## config.mk

```make
export PLATFORM = sky130hd
export DESIGN_NAME = instr_decode_pipe
export DESIGN_NICKNAME = d
export VERILOG_FILES = /design/src/rtl/instr_decode_pipe.sv
export SDC_FILE = /design/constraint.sdc
export NUM_CORES = 1
export LEC_CHECK = 0
export BUFFER_PORTS_ARGS = -buffer_cell sky130_fd_sc_hd__buf_2
export CORE_AREA = 3 3 68 85
export DETAILED_ROUTE_END_ITERATION = 7
export DIE_AREA = 0 0 71 88
export GPL_ROUTABILITY_DRIVEN = 1
export GPL_TIMING_DRIVEN = 0
export PLACE_DENSITY = 0.77
export SYNTH_ARGS = -nofsm -noshare
export SYNTH_HDL_FRONTEND = slang
export SYNTH_SLANG_ARGS = --single-unit
```

## constraint.sdc

```tcl
create_clock -name clk -period 2.2 [get_ports clk]
set_clock_uncertainty 0.15 [all_clocks]
set_input_delay 0.22 -clock clk [delete_from_list [all_inputs] [get_ports clk]]
set_output_delay 0.22 -clock clk [all_outputs]
set_load 0.02 [all_outputs]
```

## src/rtl/instr_decode_pipe.sv

```systemverilog
// Instruction-decode register slice for the MIPS_Lite core: valid/ready handshake,
// sign-extended immediate, one-bubble load-use interlock, flush and issue/stall counters.
module instr_decode_pipe #(
  parameter int OPCODE_W  = 3,
  parameter int REG_IDX_W = 3,
  parameter int DATA_W    = 16,
  parameter int CNT_W     = 16,
  localparam int INSTR_W  = OPCODE_W + 4 + 3 * REG_IDX_W,
  localparam int ADDR_W   = 2 * REG_IDX_W
) (
  input  logic                 clk,
  input  logic                 rst_n,
  input  logic                 flush,
  input  logic                 in_valid,
  output logic                 in_ready,
  input  logic [INSTR_W-1:0]   instruc,
  output logic                 out_valid,
  input  logic                 out_ready,
  output logic [OPCODE_W-1:0]  ALU_op,
  output logic                 ALU_src_cntrl,
  output logic                 Reg_write,
  output logic                 Mem_write,
  output logic                 Reg_src_cntrl,
  output logic [REG_IDX_W-1:0] Rs,
  output logic [REG_IDX_W-1:0] Rt,
  output logic [REG_IDX_W-1:0] Rd,
  output logic [DATA_W-1:0]    Imm,
  output logic [ADDR_W-1:0]    Addr,
  output logic                 hazard_stall,
  output logic [CNT_W-1:0]     issue_cnt,
  output logic [CNT_W-1:0]     stall_cnt
);

  localparam int CTRL_LSB = 3 * REG_IDX_W;

  function automatic logic signed [DATA_W-1:0] sign_ext(input logic signed [REG_IDX_W-1:0] f);
    return {{(DATA_W - REG_IDX_W){f[REG_IDX_W-1]}}, f};
  endfunction

  // Stage p0: combinational field split of the incoming instruction
  logic [OPCODE_W-1:0]  op_p0;
  logic                 alu_src_p0, reg_write_p0, mem_write_p0, reg_src_p0;
  logic [REG_IDX_W-1:0] rs_p0, rt_p0, rd_p0;
  logic [ADDR_W-1:0]    addr_p0;

  assign op_p0        = instruc[INSTR_W-1 -: OPCODE_W];
  assign alu_src_p0   = instruc[CTRL_LSB + 3];
  assign reg_write_p0 = instruc[CTRL_LSB + 2];
  assign mem_write_p0 = instruc[CTRL_LSB + 1];
  assign reg_src_p0   = instruc[CTRL_LSB];
  assign rs_p0        = instruc[3*REG_IDX_W-1 -: REG_IDX_W];
  assign rt_p0        = instruc[2*REG_IDX_W-1 -: REG_IDX_W];
  assign rd_p0        = instruc[REG_IDX_W-1:0];
  assign addr_p0      = instruc[ADDR_W-1:0];

  // Stage p1: the single output register
  logic                       vld_p1;
  logic [OPCODE_W-1:0]        op_p1;
  logic                       alu_src_p1, reg_write_p1, mem_write_p1, reg_src_p1;
  logic [REG_IDX_W-1:0]       rs_p1, rt_p1, rd_p1;
  logic signed [DATA_W-1:0]   imm_p1;
  logic [ADDR_W-1:0]          addr_p1;
  logic [CNT_W-1:0]           issue_cnt_q, stall_cnt_q;

  logic match, in_xfer, out_xfer;

  // A load sitting in the output register blocks any reader of its destination.
  assign match        = (rs_p0 == rd_p1) | (~alu_src_p0 & (rt_p0 == rd_p1));
  assign hazard_stall = in_valid & vld_p1 & reg_write_p1 & reg_src_p1 & match;
  assign in_ready     = (~vld_p1 | out_ready) & ~hazard_stall & ~flush;
  assign in_xfer      = in_valid & in_ready;
  assign out_xfer     = vld_p1 & out_ready;

  always_ff @(posedge clk or negedge rst_n) begin
    if (!rst_n) begin
      vld_p1       <= 1'b0;
      op_p1        <= '0;
      alu_src_p1   <= 1'b0;
      reg_write_p1 <= 1'b0;
      mem_write_p1 <= 1'b0;
      reg_src_p1   <= 1'b0;
      rs_p1        <= '0;
      rt_p1        <= '0;
      rd_p1        <= '0;
      imm_p1       <= '0;
      addr_p1      <= '0;
    end else if (flush) begin
      vld_p1 <= 1'b0;
    end else if (in_xfer) begin
      vld_p1       <= 1'b1;
      op_p1        <= op_p0;
      alu_src_p1   <= alu_src_p0;
      reg_write_p1 <= reg_write_p0;
      mem_write_p1 <= mem_write_p0;
      reg_src_p1   <= reg_src_p0;
      rs_p1        <= rs_p0;
      rt_p1        <= rt_p0;
      rd_p1        <= rd_p0;
      imm_p1       <= sign_ext(rt_p0);
      addr_p1      <= addr_p0;
    end else if (out_xfer) begin
      vld_p1 <= 1'b0;
    end
  end

  // Counters still see an out-transfer that coincides with a flush.
  always_ff @(posedge clk or negedge rst_n) begin
    if (!rst_n) begin
      issue_cnt_q <= '0;
      stall_cnt_q <= '0;
    end else begin
      if (out_xfer)     issue_cnt_q <= issue_cnt_q + CNT_W'(1);
      if (hazard_stall) stall_cnt_q <= stall_cnt_q + CNT_W'(1);
    end
  end

  assign out_valid     = vld_p1;
  assign ALU_op        = op_p1;
  assign ALU_src_cntrl = alu_src_p1;
  assign Reg_write     = reg_write_p1;
  assign Mem_write     = mem_write_p1;
  assign Reg_src_cntrl = reg_src_p1;
  assign Rs            = rs_p1;
  assign Rt            = rt_p1;
  assign Rd            = rd_p1;
  assign Imm           = imm_p1;
  assign Addr          = addr_p1;
  assign issue_cnt     = issue_cnt_q;
  assign stall_cnt     = stall_cnt_q;

endmodule

```

## Word level (Yosys, flattened, before mapping)

Cells that the tools add are included.

| storage, ports and cells | value |
|---|---|
| register bits | 58 |
| output and inout port bits | 73 |
| logic and storage cells | 37 |

| operators by class | value |
|---|---|
| add/subtract/negate cells | 2 |
| equal/unequal tests | 2 |
| multiplexer cells | 3 |
| bitwise operators | 15 |
| reductions and logical operators | 2 |

Operators with widths:

| kind | number |
|---|---|
| $add 16x1->16 const B | 2 |
| $and 1x1->1 | 9 |
| $eq 3x3->1 | 2 |
| $not 1->1 | 4 |
| $mux 1 | 3 |
| $reduce_bool 3->1 | 1 |
| $or 1x1->1 | 2 |
| $reduce_and 2->1 | 1 |

## Logic depth before layout (Yosys ltp)

| logic depth | value |
|---|---|
| word-level depth | 10 |
| depth in mapped cells | 6 |

## Worst setup path after synthesis

Ideal clock, no wire load.

| timing | value |
|---|---|
| kind | flip-flop to output port |
| start point | register Addr[2] (netlist name) |
| end point | output port in_ready |
| arrival | 1.891 ns |
| required time | 1.830 ns |
| slack | -0.061 ns |
| stages on the path, launching flop included | 7 |
| buffers on the path | 1 |
| cells stage by stage | dfrtp_1 xor2_1 nor4_4 o21ai_4 buf_6 inv_1 nor3_1 |

RTL lines:

| what | RTL line | text |
|---|---|---|
| end: declaration | 15 | `output logic in_ready,` |

## Final worst setup path

| timing | value |
|---|---|
| start point | register rd_p1[0] (netlist: Rd[0]) |
| end point | output port in_ready |

| between the ends | value |
|---|---|
| word-level cells in the longest chain between the ends | 7 |
| elaborated cells on any way between the ends | 8 |
| classes of those cells | 2 x eq/ne; 6 x bitwise |

Ends and longest elaborated chain:

| what | RTL line | text |
|---|---|---|
| start: declaration | 60 | `logic [REG_IDX_W-1:0] rs_p1, rt_p1, rd_p1;` |
| start signal: assignment | 98 | `rd_p1 <= rd_p0;` |
| $eq 3x3->1 | 68 | `assign match = (rs_p0 == rd_p1) \| (~alu_src_p0 & (rt_p0 == rd_p1));` |
| $and 1x1->1 | 68 |  |
| $or 1x1->1 (*) | 68 |  |
| $and 1x1->1 (*) | 69 | `assign hazard_stall = in_valid & vld_p1 & reg_write_p1 & reg_src_p1 & match;` |
| $not 1->1 (*) | 70 | `assign in_ready = (~vld_p1 \| out_ready) & ~hazard_stall & ~flush;` |
| $and 1x1->1 (*) (2 in series) | 70 |  |

Every way passes the cells marked *; elsewhere a longest branch is shown, timed or not.

==> reports/metrics.yaml <==
cts_max_path_buffers: 2
outcome: "complete, but fails checks"
ir_worst_vdd_mv: 0.5203
hold_viol: 49
netlist_area_sq_um: 2389
fin_crit_sh: 0.9571
rrSetupSlack_ns: 0.11
r2r-start: "Rd[0]"
r2r-end: "Rd[0]"
final_cell_mix: "buf_2, dfrtp_1, buf_4"
yosys-top-cells-area: "dfrtp_1, xor2_1, buf_4"
grt_use_met2: 0.2819
top_usage_layer: "met2"
max_stage_delay_ns: 0.46
pre_cts_slack_ns: 0.1001
crit_family: "flip-flops"
antenna_found_initial: 0
end_kind: "primary output"
final_common_cell: "buf_2"
drt_pass1_iterations: 4
finalWirelength_microns: 4994
fin_ws_ns: 0.09439
yosysTopAreaCell: "dfrtp_1"
clock_latency_ns: 0.30
layoutNonFillerInstCount: 372
crit_type: "flop to primary output"
synth_cells: 198
initial_utilization: 0.4702
final_nets: 332
clk_pin_slew_worst_paths_ns: 0.09
synth_seq_cells: 49
syn_avg_cell_area_sq_um: 12.06
cpMaxStageDelayCell: "dfrtp_2"
grt_pass1_wl_microns: 8362
die_h_microns: 88
startpoint: "Rd[0]"
htree_levels: 2
antennaDiodeCount: 0
syn-num-nets: 221
worst_pin_slew_ns: 1.072
grt_use_met3: 0.02755
gp_congestion: 0.8478
fmax_ghz: 0.4749
drive_above_1_share: 0.5194
cp.buffers_inverters: 3
dpl_cell_area_sq_um: 2937
yosysUniqueCellTypes: 30
cts_tree: "built"
std_cell_rows: 29
cts_buffers: 5
grtUsageMet1: 0.2224
total_leakage_power_uw: 0.001701
dp_cells: 353
hold_slack_ns: -0.04085
clock-sinks: 49
wire_per_inst_microns: 13.42
via_per_inst: 4.804
drv_slew: 0
area_delta_synth_final_pct: 33.21
fp.dieArea_sq_um: 6248
final_antenna_net_count: 0
rsz0062_at_grt: "no"
power_density_nw_per_um2: 810.7
arrival_ns: 1.74
min_period_ns: 2.106
yosysSeqAreaShare: 0.5134
holdCritPathClass: "input pin to async pin"
path_cells: "xor2_2, nor4_4, o21ai_4, buf_6, inv_2, nor3_2, buf_4"
core_sq_um: 5080
rr_worst_depth: 7
stdcell_area_sq_um: 3182
max_slew_margin: 0.2851
drc: 0
numPortBuffers: 93
grt_max_degree: 50
setup_viol: 0
hpwl_microns: 3700
ios: 94
yosysTopAreaCellShare: 0.5134
violations: "negative hold slack"
drv_cap: 0
drtIter0Drc: 100
start_kind: "flop"
track_usage: 0.1696
cp_max_fo: 5
grt_pass1_vias: 1813
yosys_warnings: 0
grt_overflow: 0
num_vias: 1787
root_buffer: "clkbuf_8"
finalSetupTns_ns: 0
die_w_microns: 71
required_ns: 1.83
-- report_power, final --
group	total [uW]	internal, uW	switching, uW	leakage, uW
sequential	1130	1010	123	0.000622
combinational	785	363	422	0.00102
clock	663	370	293	0.0000574
total	2580	1740	839	0.00170
-- cell usage after synthesis (all sizes together) --
library cell and number:
mux2 17, and3 3, a21oi 1, nor4b 1
nor2b 1, nor3 9, nand3 9, nand2 15
nor2 7, inv 5, nor4 7, o21bai 1
nor3b 1, o21ai 1, or3 1, dfrtp 49
a22o 1, nand4 5, and2 1, buf 25
xor2 20, ha 2, xnor2 16
-- routing by layer --
metal  up-vias  share of wire
li1        862              -
met1       852           0.42
met2        66           0.50
met3         7          0.063
met4         0          0.016
met5         -              0
-- cell families (layout without fill, tap and decap cells) --
family / after synthesis / count (layout) / share of synthesized area
flops: 49 / 49 / 0.5134
compound gates: 4 / 4 / 0.01572
simple gates: 60 / 60 / 0.1441
mux: 17 / 17 / 0.09586
fa+ha+maj: 2 / 2 / 0.01048
xor+xnor: 36 / 36 / 0.1320
buf+inv: 30 / 142 / 0.08853
-- through the flow --
step	util	total power, uW	hold WS [ns]
2_1_floorplan	-	1648	-0.2256
3_3_place_gp	0.5781	1897	0.2660
3_5_place_dp	0.5781	1915	0.2798
4_1_cts	0.6246	2606	0.002018
5_1_grt	0.6264	2713	0.0003483
6_report	0.6264	2580	-0.04085
-- sequential cells by signal, indices dropped and copies added (netlist names) --
signal         count
ALU_op             3
ALU_src_cntrl      1
Addr               1
Imm                3
Mem_write          1
Rd                 2
Reg_src_cntrl      1
Reg_write          1
Rs                 3
issue_cnt         16
out_valid          1
stall_cnt         16
-- timing repair --
item | 4_1_cts | 5_1_grt
hold endpoints to repair | 6 | 0
pin swaps | 2 | 3
hold buffers | 6 | 0
endpoints found under the setup margin | 2 | 12
gates resized for setup | 6 | 1
setup buffers | 4 | 1
-- area by class of cell --
class / count / area (sq um)
Buffer: 25 / 192.7
Clock buffer: 6 / 82.58
Clock inverter: 2 / 37.54
Fill cell: 422 / 1898
Inverter: 5 / 18.77
Multi-Input combinational cell: 119 / 978.4
Sequential cell: 49 / 1229
Tap cell: 62 / 77.57
Timing Repair Buffer: 104 / 565.5
-- worst max-delay path by stage --
stage	cells past startpoint	to	slack, ns
2_1_floorplan	6	in_ready	0.10
3_3_place_gp	7	in_ready	0.14
3_5_place_dp	7	in_ready	0.10
4_1_cts	7	in_ready	0.01
5_1_grt	7	in_ready	0.006
6_report	7	in_ready	0.09
Power figures use the tool's default switching activity.
